--- src/rtl/pipe_stage_buf_pkg.sv ---
// pipe_stage_buf_pkg: shared constants and helpers for the elastic pipeline stage.
//   DEPTH_MIN / DEPTH_MAX : legal range of buffer entries.
//   ptr_width()           : bits needed to index a DEPTH-entry buffer (at least 1).
package pipe_stage_buf_pkg;

  localparam int DEPTH_MIN = 1;
  localparam int DEPTH_MAX = 4;

  // A single-entry buffer still needs a 1-bit pointer so the port/vector is legal.
  function automatic int ptr_width(input int depth);
    return (depth > 1) ? $clog2(depth) : 1;
  endfunction

endpackage

--- src/rtl/pipe_stage_buf_sat_counter.sv ---
// sat_counter: up-counter that sticks at all-ones instead of wrapping.
//   CLK   : system clock, rising edge
//   RST   : asynchronous, active-high reset (count -> 0)
//   inc   : count this cycle
//   count : current value
module sat_counter #(
  parameter int CNT_W = 32
) (
  input  logic             CLK,
  input  logic             RST,
  input  logic             inc,
  output logic [CNT_W-1:0] count
);

  // NOTE: state registers use non-blocking assignments so every flop samples
  // pre-edge values regardless of block evaluation order.
  always_ff @(posedge CLK or posedge RST) begin
    if (RST) begin
      count <= '0;
    end else if (inc && (count != '1)) begin
      count <= count + 1'b1;
    end
  end

endmodule

--- src/rtl/pipe_stage_buf.sv ---
// pipe_stage_buf: elastic pipeline stage with a DEPTH-entry circular buffer.
// Carries a DATA_W-bit payload plus a halt bit between two pipeline stages.
//   CLK, RST                  : clock (rising edge), asynchronous active-high reset
//   in_valid/in_ready         : upstream handshake; in_data, in_halt payload
//   out_valid/out_ready       : downstream handshake; out_data, out_halt head payload
//   flush                     : synchronous kill of all entries (dominates everything)
//   enable                    : global advance; 0 freezes storage and pointers
//   halt_latched              : sticky, set once a halt entry has been popped
//   occupancy                 : number of buffered entries
//   stall_cnt / bubble_cnt    : saturating performance counters
module pipe_stage_buf
  import pipe_stage_buf_pkg::*;
#(
  parameter int DATA_W = 96,
  parameter int DEPTH  = 2,
  parameter int CNT_W  = 32
) (
  input  logic                       CLK,
  input  logic                       RST,
  input  logic                       in_valid,
  output logic                       in_ready,
  input  logic [DATA_W-1:0]          in_data,
  input  logic                       in_halt,
  output logic                       out_valid,
  input  logic                       out_ready,
  output logic [DATA_W-1:0]          out_data,
  output logic                       out_halt,
  input  logic                       flush,
  input  logic                       enable,
  output logic                       halt_latched,
  output logic [$clog2(DEPTH+1)-1:0] occupancy,
  output logic [CNT_W-1:0]           stall_cnt,
  output logic [CNT_W-1:0]           bubble_cnt
);

  localparam int PTR_W = ptr_width(DEPTH);
  localparam int OCC_W = $clog2(DEPTH + 1);

  typedef struct packed {
    logic              halt;
    logic [DATA_W-1:0] data;
  } stage_entry_t;

  generate
    if (DEPTH < DEPTH_MIN || DEPTH > DEPTH_MAX) begin : g_bad_depth
      $error("pipe_stage_buf: DEPTH=%0d outside supported range 1..4", DEPTH);
    end
  endgenerate

  stage_entry_t     entries [DEPTH];
  stage_entry_t     head_entry;
  logic [PTR_W-1:0] head;
  logic [PTR_W-1:0] tail;
  logic [OCC_W-1:0] occ;
  logic             halt_q;
  logic             push;
  logic             pop;

  // Wraps at DEPTH-1 explicitly, so non-power-of-two depths work.
  function automatic logic [PTR_W-1:0] next_ptr(input logic [PTR_W-1:0] p);
    return (p == PTR_W'(DEPTH - 1)) ? '0 : p + 1'b1;
  endfunction

  // Ready depends only on registered state: no path from out_ready.
  assign in_ready  = !RST && (occ < OCC_W'(DEPTH)) && !halt_q;
  assign out_valid = (occ != '0);
  assign push      = in_valid && in_ready && enable && !flush;
  assign pop       = out_valid && out_ready && enable && !flush;

  assign head_entry = entries[head];
  assign out_data   = out_valid ? head_entry.data : '0;
  assign out_halt   = out_valid ? head_entry.halt : 1'b0;

  assign halt_latched = halt_q;
  assign occupancy    = occ;

  // NOTE: payload storage has no reset; occupancy alone defines which entries
  // are live, and the outputs are masked to 0 while the stage is empty.
  always_ff @(posedge CLK) begin
    if (push) begin
      entries[tail] <= '{halt: in_halt, data: in_data};
    end
  end

  always_ff @(posedge CLK or posedge RST) begin
    if (RST) begin
      head <= '0;
      tail <= '0;
      occ  <= '0;
    end else if (flush) begin
      head <= '0;
      tail <= '0;
      occ  <= '0;
    end else begin
      if (push) tail <= next_ptr(tail);
      if (pop)  head <= next_ptr(head);
      if (push && !pop)      occ <= occ + 1'b1;
      else if (pop && !push) occ <= occ - 1'b1;
    end
  end

  // Sticky until reset; flush does not clear it, buffered entries may still drain.
  always_ff @(posedge CLK or posedge RST) begin
    if (RST) begin
      halt_q <= 1'b0;
    end else if (pop && head_entry.halt) begin
      halt_q <= 1'b1;
    end
  end

  sat_counter #(.CNT_W(CNT_W)) u_stall_cnt (
    .CLK   (CLK),
    .RST   (RST),
    .inc   (in_valid && !push && !RST),
    .count (stall_cnt)
  );

  sat_counter #(.CNT_W(CNT_W)) u_bubble_cnt (
    .CLK   (CLK),
    .RST   (RST),
    .inc   (!out_valid && !halt_q && !RST),
    .count (bubble_cnt)
  );

endmodule

--- config.mk ---
export PLATFORM = sky130hd
export DESIGN_NAME = pipe_stage_buf
export DESIGN_NICKNAME = d
export VERILOG_FILES = /design/src/rtl/pipe_stage_buf_pkg.sv /design/src/rtl/pipe_stage_buf_sat_counter.sv /design/src/rtl/pipe_stage_buf.sv
export SDC_FILE = /design/constraint.sdc
export NUM_CORES = 1
export LEC_CHECK = 0
export ABC_AREA = 1
export BUFFER_PORTS_ARGS = -buffer_cell sky130_fd_sc_hd__buf_2
export CORE_UTILIZATION = 40
export CTS_BUF_LIST = sky130_fd_sc_hd__clkbuf_8
export DETAILED_ROUTE_END_ITERATION = 10
export SLEW_MARGIN = 10
export SYNTH_ARGS = -nofsm -noshare
export SYNTH_HDL_FRONTEND = slang
export SYNTH_SLANG_ARGS = --single-unit
--- constraint.sdc ---
create_clock -name CLK -period 9.65 [get_ports CLK]
set_input_delay 0 -clock CLK [delete_from_list [all_inputs] [get_ports CLK]]
set_output_delay 0 -clock CLK [all_outputs]
set_load 0.005 [all_outputs]
==> flow_summary.yaml, run 1 <==
outcome:
  status: "completed"
synthesis:
  ys_seq_elements: 263
  synth_area_mm2: 0.01185
  synth-async-reset-ratio_pct: 26.24
  syn_area_per_cell_um2: 9.412
  syn-num-nets: 1364
  synth_ff_type: "edfxtp_1"
  synth_edf_count: 194
  synth_cell_types: 33
  syn_inst: 1259
  yosys_warnings: 0
  ys_seq_area_share_pct: 63.73
timing:
  fin_crit_ns: 3.198
  drv_slew: 0
  slew-limit-headroom_pct: 32.88
  fin_setup_tns_ns: 0
  setup_viol: 0
  finalCritPeriodShare_pct: 33.13
  rsz0062_at_grt: "false"
  final_hold_viol_count: 0
  max_freq_mhz: 312.7
  worst_pin_slew_ns: 1.007
  fin_skew_ns: 0.01915
route:
  final_antenna_net_count: 0
  wirelength_um: 30780
  viasPerCell: 4.685
  drtPass1Iterations: 5
  avgRoutedWirePerCell_um: 14.90
  drc: 0
  drt-initial-drc-count: 600
  vias: 9680
grt:
  grt_max_degree: 88
  grt_pass1_wl_um: 49670
  track_usage_pct: 20.45
  grt_pass1_vias: 9640
  antenna_found_initial: 1
  grt_remaining_overflow: 0
worst_hold_path:
  whs_endpoint: "entries[0][37]$_DFFE_PP_"
  hold_start: "in_data[37]"
  min_path_type: "input pin to register"
  min_path_cells: 2
cells_and_area:
  final_cell_mix: "nand2_1 (576), buf_2 (268), edfxtp_1 (194), nor2_1 (106), dlygate4sd3_1 (105)"
  mostFrequentLayoutCell: "nand2_1"
  drive_above_1_share_pct: 21.53
  syn_to_final_growth_pct: 29.99
  fillerInstances: 2669
  fin_nets: 1752
die:
  start_util_pct: 40.95
  io_pins: 269
  die_h_um: 174.1
  core_mm2: 0.02894
  die_area_mm2: 0.03032
  row_count: 62
  fp.dieW_um: 174.1
clock_tree:
  cts_buffer_depth: 3
  clock-sinks: 263
  cts-buffers-inserted: 46
  cts_resized: 0
  cts_tree: "yes"
  ctsHtreeMaxLevel: 2
  postCtsSetupBuffers: 0
  clock_latency_ns: 0.56
  clk_pin_slew_ns: 0.06
  cts_root_buf: "clkbuf_8"
critical_path:
  worstSetupEndpointType: "register"
  critPathSlowestCell: "buf_4"
  cp-start-kind: "input pin"
  ff2ff_path_depth: 6
  arrival_ns: 3.37
  crit_path_cell_trace: "dlygate4sd3_1 -> buf_2 -> inv_2 -> nand3_1 -> dlygate4sd3_1 -> nor2_1 -> nand2_1 -> nor2_4 -> buf_4"
  r2r_start: "occupancy[1]$_DFFE_PP0P_"
  r2r_slack_ns: 6.57
  crit_fanout: 74
  path_class: "input pin to register"
  slowest_delay_ns: 0.87
  crit_required_ns: 9.83
  r2r_end: "entries[0][33]$_DFFE_PP_"
  cpMostUsedCell: "dlygate4sd3_1"
power_and_ir_drop:
  p_per_area_mw_per_mm2: 172.1
  p_leak_nw: 6.809
  power_w: 0.002651
  ir_drop_v: 0.0001173
placed_design:
  dpl.hpwl_um: 19670
  place.gp.congestion: 0.8441
  port_buffers: 268
run:
  max_cap_viol_count: 0
==> logic make-up (layout without fill, tap and decap cells) <==
logic type                 Yosys count  count (layout)  synth area share [%]
buffers and inverters              105             527                 3.938
muxes                                1               1               0.08447
AOI/OAI and AO/OA                  110             110                 4.688
xor gates and xnor gates            26              26                 1.922
DFF                                263             263                 63.73
adders and majority gates            2               2                0.2111
other                                0               1                     0
and+or+nand+nor                    752             752                 25.42
==> layout make-up <==
class	count	area, um^2	share of cell area [%]
Sequential cell	263	7556	49.05
Multi-Input combinational cell	891	3851	25.00
Timing Repair Buffer	381	2452	15.92
Clock buffer	48	660.6	4.289
Tap cell	384	480.5	3.119
Inverter	64	247.7	1.608
Clock inverter	34	152.6	0.9910
Antenna cell	1	2.502	0.01625
==> state kept, by name, indices dropped and copies added (netlist names) <==
| signal | cells |
|---|---|
| tail | 1 |
| head | 1 |
| occupancy | 2 |
| u_stall_cnt.count | 32 |
| entries | 194 |
| halt_latched | 1 |
| u_bubble_cnt.count | 32 |
==> synthesized netlist by cell type, types with 2 or more instances <==
cell type	number	area (um^2)
a21oi_1	96	480.5
buf_1	6	22.52
buf_2	4	20.02
buf_4	4	30.03
buf_6	6	67.56
clkbuf_1	21	78.83
dfrtp_1	69	1727
edfxtp_1	194	5826
ha_1	2	25.02
inv_1	59	221.5
inv_2	3	11.26
nand2_1	576	2162
nand2_2	15	93.84
nand2_4	3	33.78
nand3_1	35	175.2
nand3b_1	2	15.01
nand4_1	4	25.02
nor2_1	108	405.4
nor2_2	3	18.77
nor2_4	2	22.52
o21ai_0	11	55.05
xnor2_1	9	78.83
xor2_1	17	148.9
==> power by group <==
part           switching [W]  internal [W]
combinational       0.000274      0.000181
sequential         0.0000384       0.00125
clock               0.000451      0.000460
==> stage by stage <==
step,hold WS [ns],instance area (um^2),utilization (%),setup WS [ns],cells
after CTS,0.1232,15400,53.23,6.430,2065
after floorplan,0.03110,11850,-,0.6232,1259
after detailed placement,0.1907,13540,46.78,6.516,1878
final,0.1626,15400,53.23,6.453,2066
after global placement,0.1871,13540,46.78,6.551,1878
after global routing,0.1284,15400,53.23,6.201,2066
==> worst max-delay path: cells and delay by family <==
kind | cells | cell delay [ns]
buf+inv | 5 | 2.24
simple gates | 4 | 1.05
==> how the worst max path moves through the flow <==
stage | from | to | slack (ns) | cells after the start
6_report | RST | entries[0][33]$_DFFE_PP_ | 6.45 | 9
5_1_grt | RST | entries[0][38]$_DFFE_PP_ | 6.20 | 9
4_1_cts | RST | entries[0][38]$_DFFE_PP_ | 6.43 | 9
3_5_place_dp | occupancy[1]$_DFFE_PP0P_ | entries[0][31]$_DFFE_PP_ | 6.52 | 6
3_3_place_gp | occupancy[1]$_DFFE_PP0P_ | entries[0][29]$_DFFE_PP_ | 6.55 | 6
2_1_floorplan | RST | entries[1][0]$_DFFE_PP_ | 0.62 | 3
==> metal layers <==
metal	routed length [um]	part of all wire, %	track usage, %
met5	0	0	0
met4	783	2.5	6.433
met3	2379	7.7	6.277
met2	14600	47	34.10
met1	13020	42	25.33
==> what timing repair did <==
| item | in CTS | in global routing |
|---|---|---|
| hold buffers | 105 | 0 |
| endpoints found under the hold margin | 271 | 0 |
| endpoints found under the setup margin | 0 | 0 |
(Power assumes the default switching activity.)
==> run 2, diff against run 1 <==
- clock period: 9.65 -> 3 ns (I/O delays scaled with it)
==> flow_summary.yaml, run 2 (synthesis gave the netlist of run 1 again) <==
outcome:
  status: "completed"
timing:
  fin_crit_ns: 2.357
  drv_slew: 0
  final_hold_viol_count: 0
  rsz0062_at_grt: "false"
  max_freq_mhz: 424.2
  setup_slack_ns: 0.6428
  worst_pin_slew_ns: 0.6389
  fin_skew_ns: 0.02081
  setup_viol: 0
  slew-limit-headroom_pct: 57.41
  finalCritPeriodShare_pct: 78.57
cells_and_area:
  final_cell_mix: "nand2_1 (576), buf_2 (268), edfxtp_1 (194), nor2_1 (105), dlygate4sd3_1 (103)"
  syn_to_final_growth_pct: 30.86
  mostFrequentLayoutCell: "nand2_1"
  fin_nets: 1751
  finalNonFillerCells: 2065
  fillerInstances: 2619
  top_regs: "entries (194), u_bubble_cnt.count (32), u_stall_cnt.count (32)"
  largest_reg_flops: 194
  drive_above_1_share_pct: 21.99
  multi_input_area_mm2: 0.003872
  seq_area_mm2: 0.007556
  top_register: "entries"
placed_design:
  dp.cells: 1880
  place.gp.congestion: 0.8426
  dpl.hpwl_um: 19670
  pre_cts_ws_ns: 0.8347
  port_buffers: 268
clock_tree:
  cts_root_buf: "clkbuf_8"
  clk_pin_slew_ns: 0.07
  cts_tree: "yes"
  cts_resized: 0
  clock-sinks: 263
  clock_latency_ns: 0.56
  cts_buffer_depth: 3
  ctsHtreeMaxLevel: 2
  cts-buffers-inserted: 45
critical_path:
  critPathBufInv: 3
  arrival_ns: 2.36
  worstSetupEndpointType: "output port"
  crit_family: "buffers and inverters"
  crit_path_cell_trace: "inv_2 -> buf_4 -> nand2_1 -> a21oi_1 -> buf_2"
  crit_required_ns: 3.00
  path_class: "register to output port"
  crit_fanout: 51
  slowest_delay_ns: 0.72
  critPathSlowestCell: "dfrtp_4"
  cp-start-kind: "register"
die:
  start_util_pct: 40.95
  fp.dieW_um: 174.1
  die_h_um: 174.1
  row_count: 62
  core_mm2: 0.02894
  die_area_mm2: 0.03032
  io_pins: 269
grt:
  grt_remaining_overflow: 0
  track_usage_pct: 20.15
  grt_pass1_vias: 9803
  antenna_found_initial: 2
  grt_max_degree: 98
  grt_pass1_wl_um: 48980
power_and_ir_drop:
  p_per_area_mw_per_mm2: 556.2
  ir_drop_v: 0.0003997
  p_leak_nw: 6.845
route:
  drtPass1Iterations: 5
  vias: 9721
  drt-initial-drc-count: 461
  viasPerCell: 4.708
  drc: 0
  avgRoutedWirePerCell_um: 14.79
  wirelength_um: 30540
  final_antenna_net_count: 0
worst_hold_path:
  min_path_type: "input pin to register"
run:
  max_cap_viol_count: 0
-- run 2: changes by cell type in the layout (fill, tap and decap cells not counted), moves of 2 or more --
cell / delta
diode_2: +2
buf_4: -3
dlygate4sd3_1: -2
inv_1: -2
clkinv_1: -4
inv_8: +2
clkinv_8: -2
buf_12: +5
-- run 2: per-layer routing --
layer / vias to the layer above / track usage (%) / part of all wire (%)
met4: 0 / 6.469 / 2.2
met3: 56 / 5.862 / 7.1
met2: 268 / 34.70 / 48
met1: 4525 / 24.19 / 43
li1: 4872 / - / -
met5: - / 0 / 0
-- run 2: worst min-delay path, cell delays in order --
cell and delay (ns):
buf_2 0.08, nand2_1 0.09, nor2_1 0.16, inv_1 0.07
nand2_1 0.08, o21ai_0 0.08
-- run 2: final cells by class --
class,count,area share (%)
Multi-Input combinational cell,891,24.97
Sequential cell,263,48.73
Inverter,64,1.622
Timing Repair Buffer,381,16.19
Tap cell,384,3.098
Clock inverter,30,1.000
Clock buffer,49,4.349
Antenna cell,3,0.04841
-- run 2: worst paths after layout --
| kind | slack, ns | cells after the start | to | from |
|---|---|---|---|---|
| min in group asynchronous | 0.24 | 4 | u_stall_cnt.count[23]$_DFFE_PP0P_ | RST |
| worst min register to register | 0.55 | 2 | u_stall_cnt.count[30]$_DFFE_PP0P_ | u_stall_cnt.count[30]$_DFFE_PP0P_ |
| max in group asynchronous | 2.36 | 4 | head$_DFFE_PP0P_ | RST |
| worst min-delay path | 0.05 | 6 | head$_DFFE_PP0P_ | out_ready |
| worst max-delay path | 0.64 | 5 | out_data[0] | head$_DFFE_PP0P_ |
| worst max register to register | 0.84 | 10 | u_stall_cnt.count[12]$_DFFE_PP0P_ | u_stall_cnt.count[0]$_DFFE_PP0P_ |
-- run 2: through the flow --
stage | TNS [ns] | util (%) | hold WS [ns] | area (um^2) | total power [W]
floorplan | -88.10 | - | 0.03110 | 11890 | 0.004909
CTS | 0 | 53.57 | 0.01065 | 15500 | 0.008732
global placement | 0 | 47.14 | 0.1872 | 13640 | 0.005592
global route | 0 | 53.58 | 0.07936 | 15500 | 0.009040
detailed placement | 0 | 47.14 | 0.1916 | 13640 | 0.005601
finish | 0 | 53.59 | 0.05488 | 15510 | 0.008625
-- run 2: what timing repair did --
| item | 4_1_cts | 5_1_grt |
|---|---|---|
| hold endpoints to repair | 271 | 0 |
| hold buffers | 103 | 0 |
| buffers inserted | 0 | 0 |
-- run 2: power breakdown --
group | leakage (nW) | switching [W] | internal [W]
Sequential | 2.69 | 0.000141 | 0.00401
Combinational | 3.65 | 0.000864 | 0.000597
Clock | 0.502 | 0.00143 | 0.00159
Total | 6.84 | 0.00243 | 0.00619
==> run 3, diff against run 2 <==
- clock period: 3 -> 1.9 ns (I/O delays scaled with it)
==> flow_summary.yaml, run 3 (synthesis gave the netlist of run 1 again) <==
outcome:
  status: "completed"
clock_tree:
  clock_latency_ns: 0.57
  ctsHtreeMaxLevel: 2
  cts_tree: "yes"
  cts-buffers-inserted: 46
  cts_root_buf: "clkbuf_8"
  cts_buffer_depth: 3
  clock-sinks: 263
  clk_pin_slew_ns: 0.06
timing:
  setup_slack_ns: 0.05056
  max_freq_mhz: 540.7
  worst_pin_slew_ns: 0.6947
  final_hold_viol_count: 0
  finalCritPeriodShare_pct: 97.34
  fin_crit_ns: 1.849
  setup_viol: 0
  fin_skew_ns: 0.01648
  slew-limit-headroom_pct: 53.69
  drv_slew: 0
  rsz0062_at_grt: "true"
placed_design:
  dp.cells: 1916
  port_buffers: 268
  place.gp.congestion: 0.8758
  dpl.hpwl_um: 21000
  pre_cts_ws_ns: 0.08626
route:
  wirelength_um: 34420
  viasPerCell: 4.779
  drtPass1Iterations: 4
  final_antenna_net_count: 0
  drc: 0
  vias: 10165
  avgRoutedWirePerCell_um: 16.18
  drt-initial-drc-count: 452
run:
  max_cap_viol_count: 0
cells_and_area:
  syn_to_final_growth_pct: 39.82
  fin_nets: 1811
  largest_reg_flops: 194
  finalNonFillerCells: 2127
  top_regs: "entries (194), u_bubble_cnt.count (32), u_stall_cnt.count (32)"
  top_register: "entries"
  fin_util_pct: 57.26
  drive_above_1_share_pct: 26.92
  mostFrequentLayoutCell: "nand2_1"
  final_cell_mix: "nand2_1 (563), buf_2 (268), edfxtp_1 (194), nor2_1 (103), dlygate4sd3_1 (103)"
critical_path:
  path_class: "register to output port"
  cp-start-kind: "register"
  slowest_delay_ns: 0.54
  worstSetupEndpointType: "output port"
  arrival_ns: 1.85
  critPathSlowestCell: "dfrtp_4"
  crit_required_ns: 1.90
  crit_family: "buffers and inverters"
  critPathBufInv: 4
  crit_path_cell_trace: "clkinv_8 -> buf_12 -> clkbuf_16 -> nand2_4 -> a21oi_2 -> buf_2"
  crit_fanout: 6
die:
  io_pins: 269
  core_mm2: 0.02894
  fp.dieW_um: 174.1
  start_util_pct: 40.95
  die_h_um: 174.1
  die_area_mm2: 0.03032
  row_count: 62
power_and_ir_drop:
  p_sw_share_pct: 29.34
  ir_drop_v: 0.0007603
  comb_power_share_pct: 21.8
  internal_power_w: 0.01008
  p_leak_nw: 7.321
  p_clk_share_pct: 32.6
  p_per_area_mw_per_mm2: 860.7
  power_w: 0.01426
  switchingPower_w: 0.004185
  seq_power_share_pct: 45.6
grt:
  grt_pass1_wl_um: 51820
  antenna_found_initial: 2
  grt_remaining_overflow: 0
  grt_pass1_vias: 9995
  grt_max_degree: 53
  track_usage_pct: 21.61
worst_hold_path:
  min_path_type: "input pin to register"
run 3: final timing paths:
| path | start | to | slack (ns) | cells past startpoint |
|---|---|---|---|---|
| min in group asynchronous | RST | u_stall_cnt.count[20]$_DFFE_PP0P_ | 0.19 | 4 |
| hold / removal | in_data[11] | entries[1][11]$_DFFE_PP_ | 0.16 | 2 |
| max in group asynchronous | RST | head$_DFFE_PP0P_ | 1.01 | 4 |
| hold reg to reg | tail$_DFFE_PP0P_ | tail$_DFFE_PP0P_ | 0.55 | 1 |
| setup / recovery | head$_DFFE_PP0P_ | out_data[82] | 0.05 | 6 |
| setup reg to reg | occupancy[1]$_DFFE_PP0P_ | entries[0][12]$_DFFE_PP_ | 0.12 | 7 |
run 3: routing by layer:
| layer | routed length [um] | global-route usage (%) |
|---|---|---|
| met2 | 16850 | 36.88 |
| met3 | 2536 | 6.343 |
| met4 | 554 | 5.482 |
| met1 | 14460 | 26.77 |
| met5 | 13 | 0 |
run 3: cell type report:
cell class | count | area, um^2
Inverter | 64 | 264.0
Timing Repair Buffer | 439 | 3376
Multi-Input combinational cell | 892 | 4066
Clock buffer | 48 | 660.6
Antenna cell | 1 | 2.502
Fill cell | 2575 | 12370
Sequential cell | 263 | 7556
Clock inverter | 36 | 162.7
Tap cell | 384 | 480.5
run 3: per-stage QoR:
step           TNS (ns)  hold slack [ns]  cell area, um^2
2_1_floorplan   -301.50          0.03110            11890
3_3_place_gp          0           0.1614            14030
3_5_place_dp          0           0.1742            14030
4_1_cts         -0.1008           0.1216            16090
5_1_grt         -0.5282           0.1274            16570
6_report              0           0.1561            16570
run 3: repair_timing:
item / in CTS / in global routing
hold buffers: 104 / 0
buffers inserted: 3 / 4
endpoints found under the setup margin: 92 / 194
hold endpoints to repair: 271 / 0
pin swaps: 1 / 13
cloned: 4 / 12
gates resized for setup: 10 / 60
run 3: power groups by stage:
stage / sequential, W / clock (W) / combinational [W]
after floorplan: 0.00660 / 0 / 0.00115
after global placement: 0.00660 / 0 / 0.00235
after detailed placement: 0.00661 / 0 / 0.00236
after CTS: 0.00649 / 0.00479 / 0.00276
after global routing: 0.00652 / 0.00505 / 0.00340
final: 0.00650 / 0.00465 / 0.00311
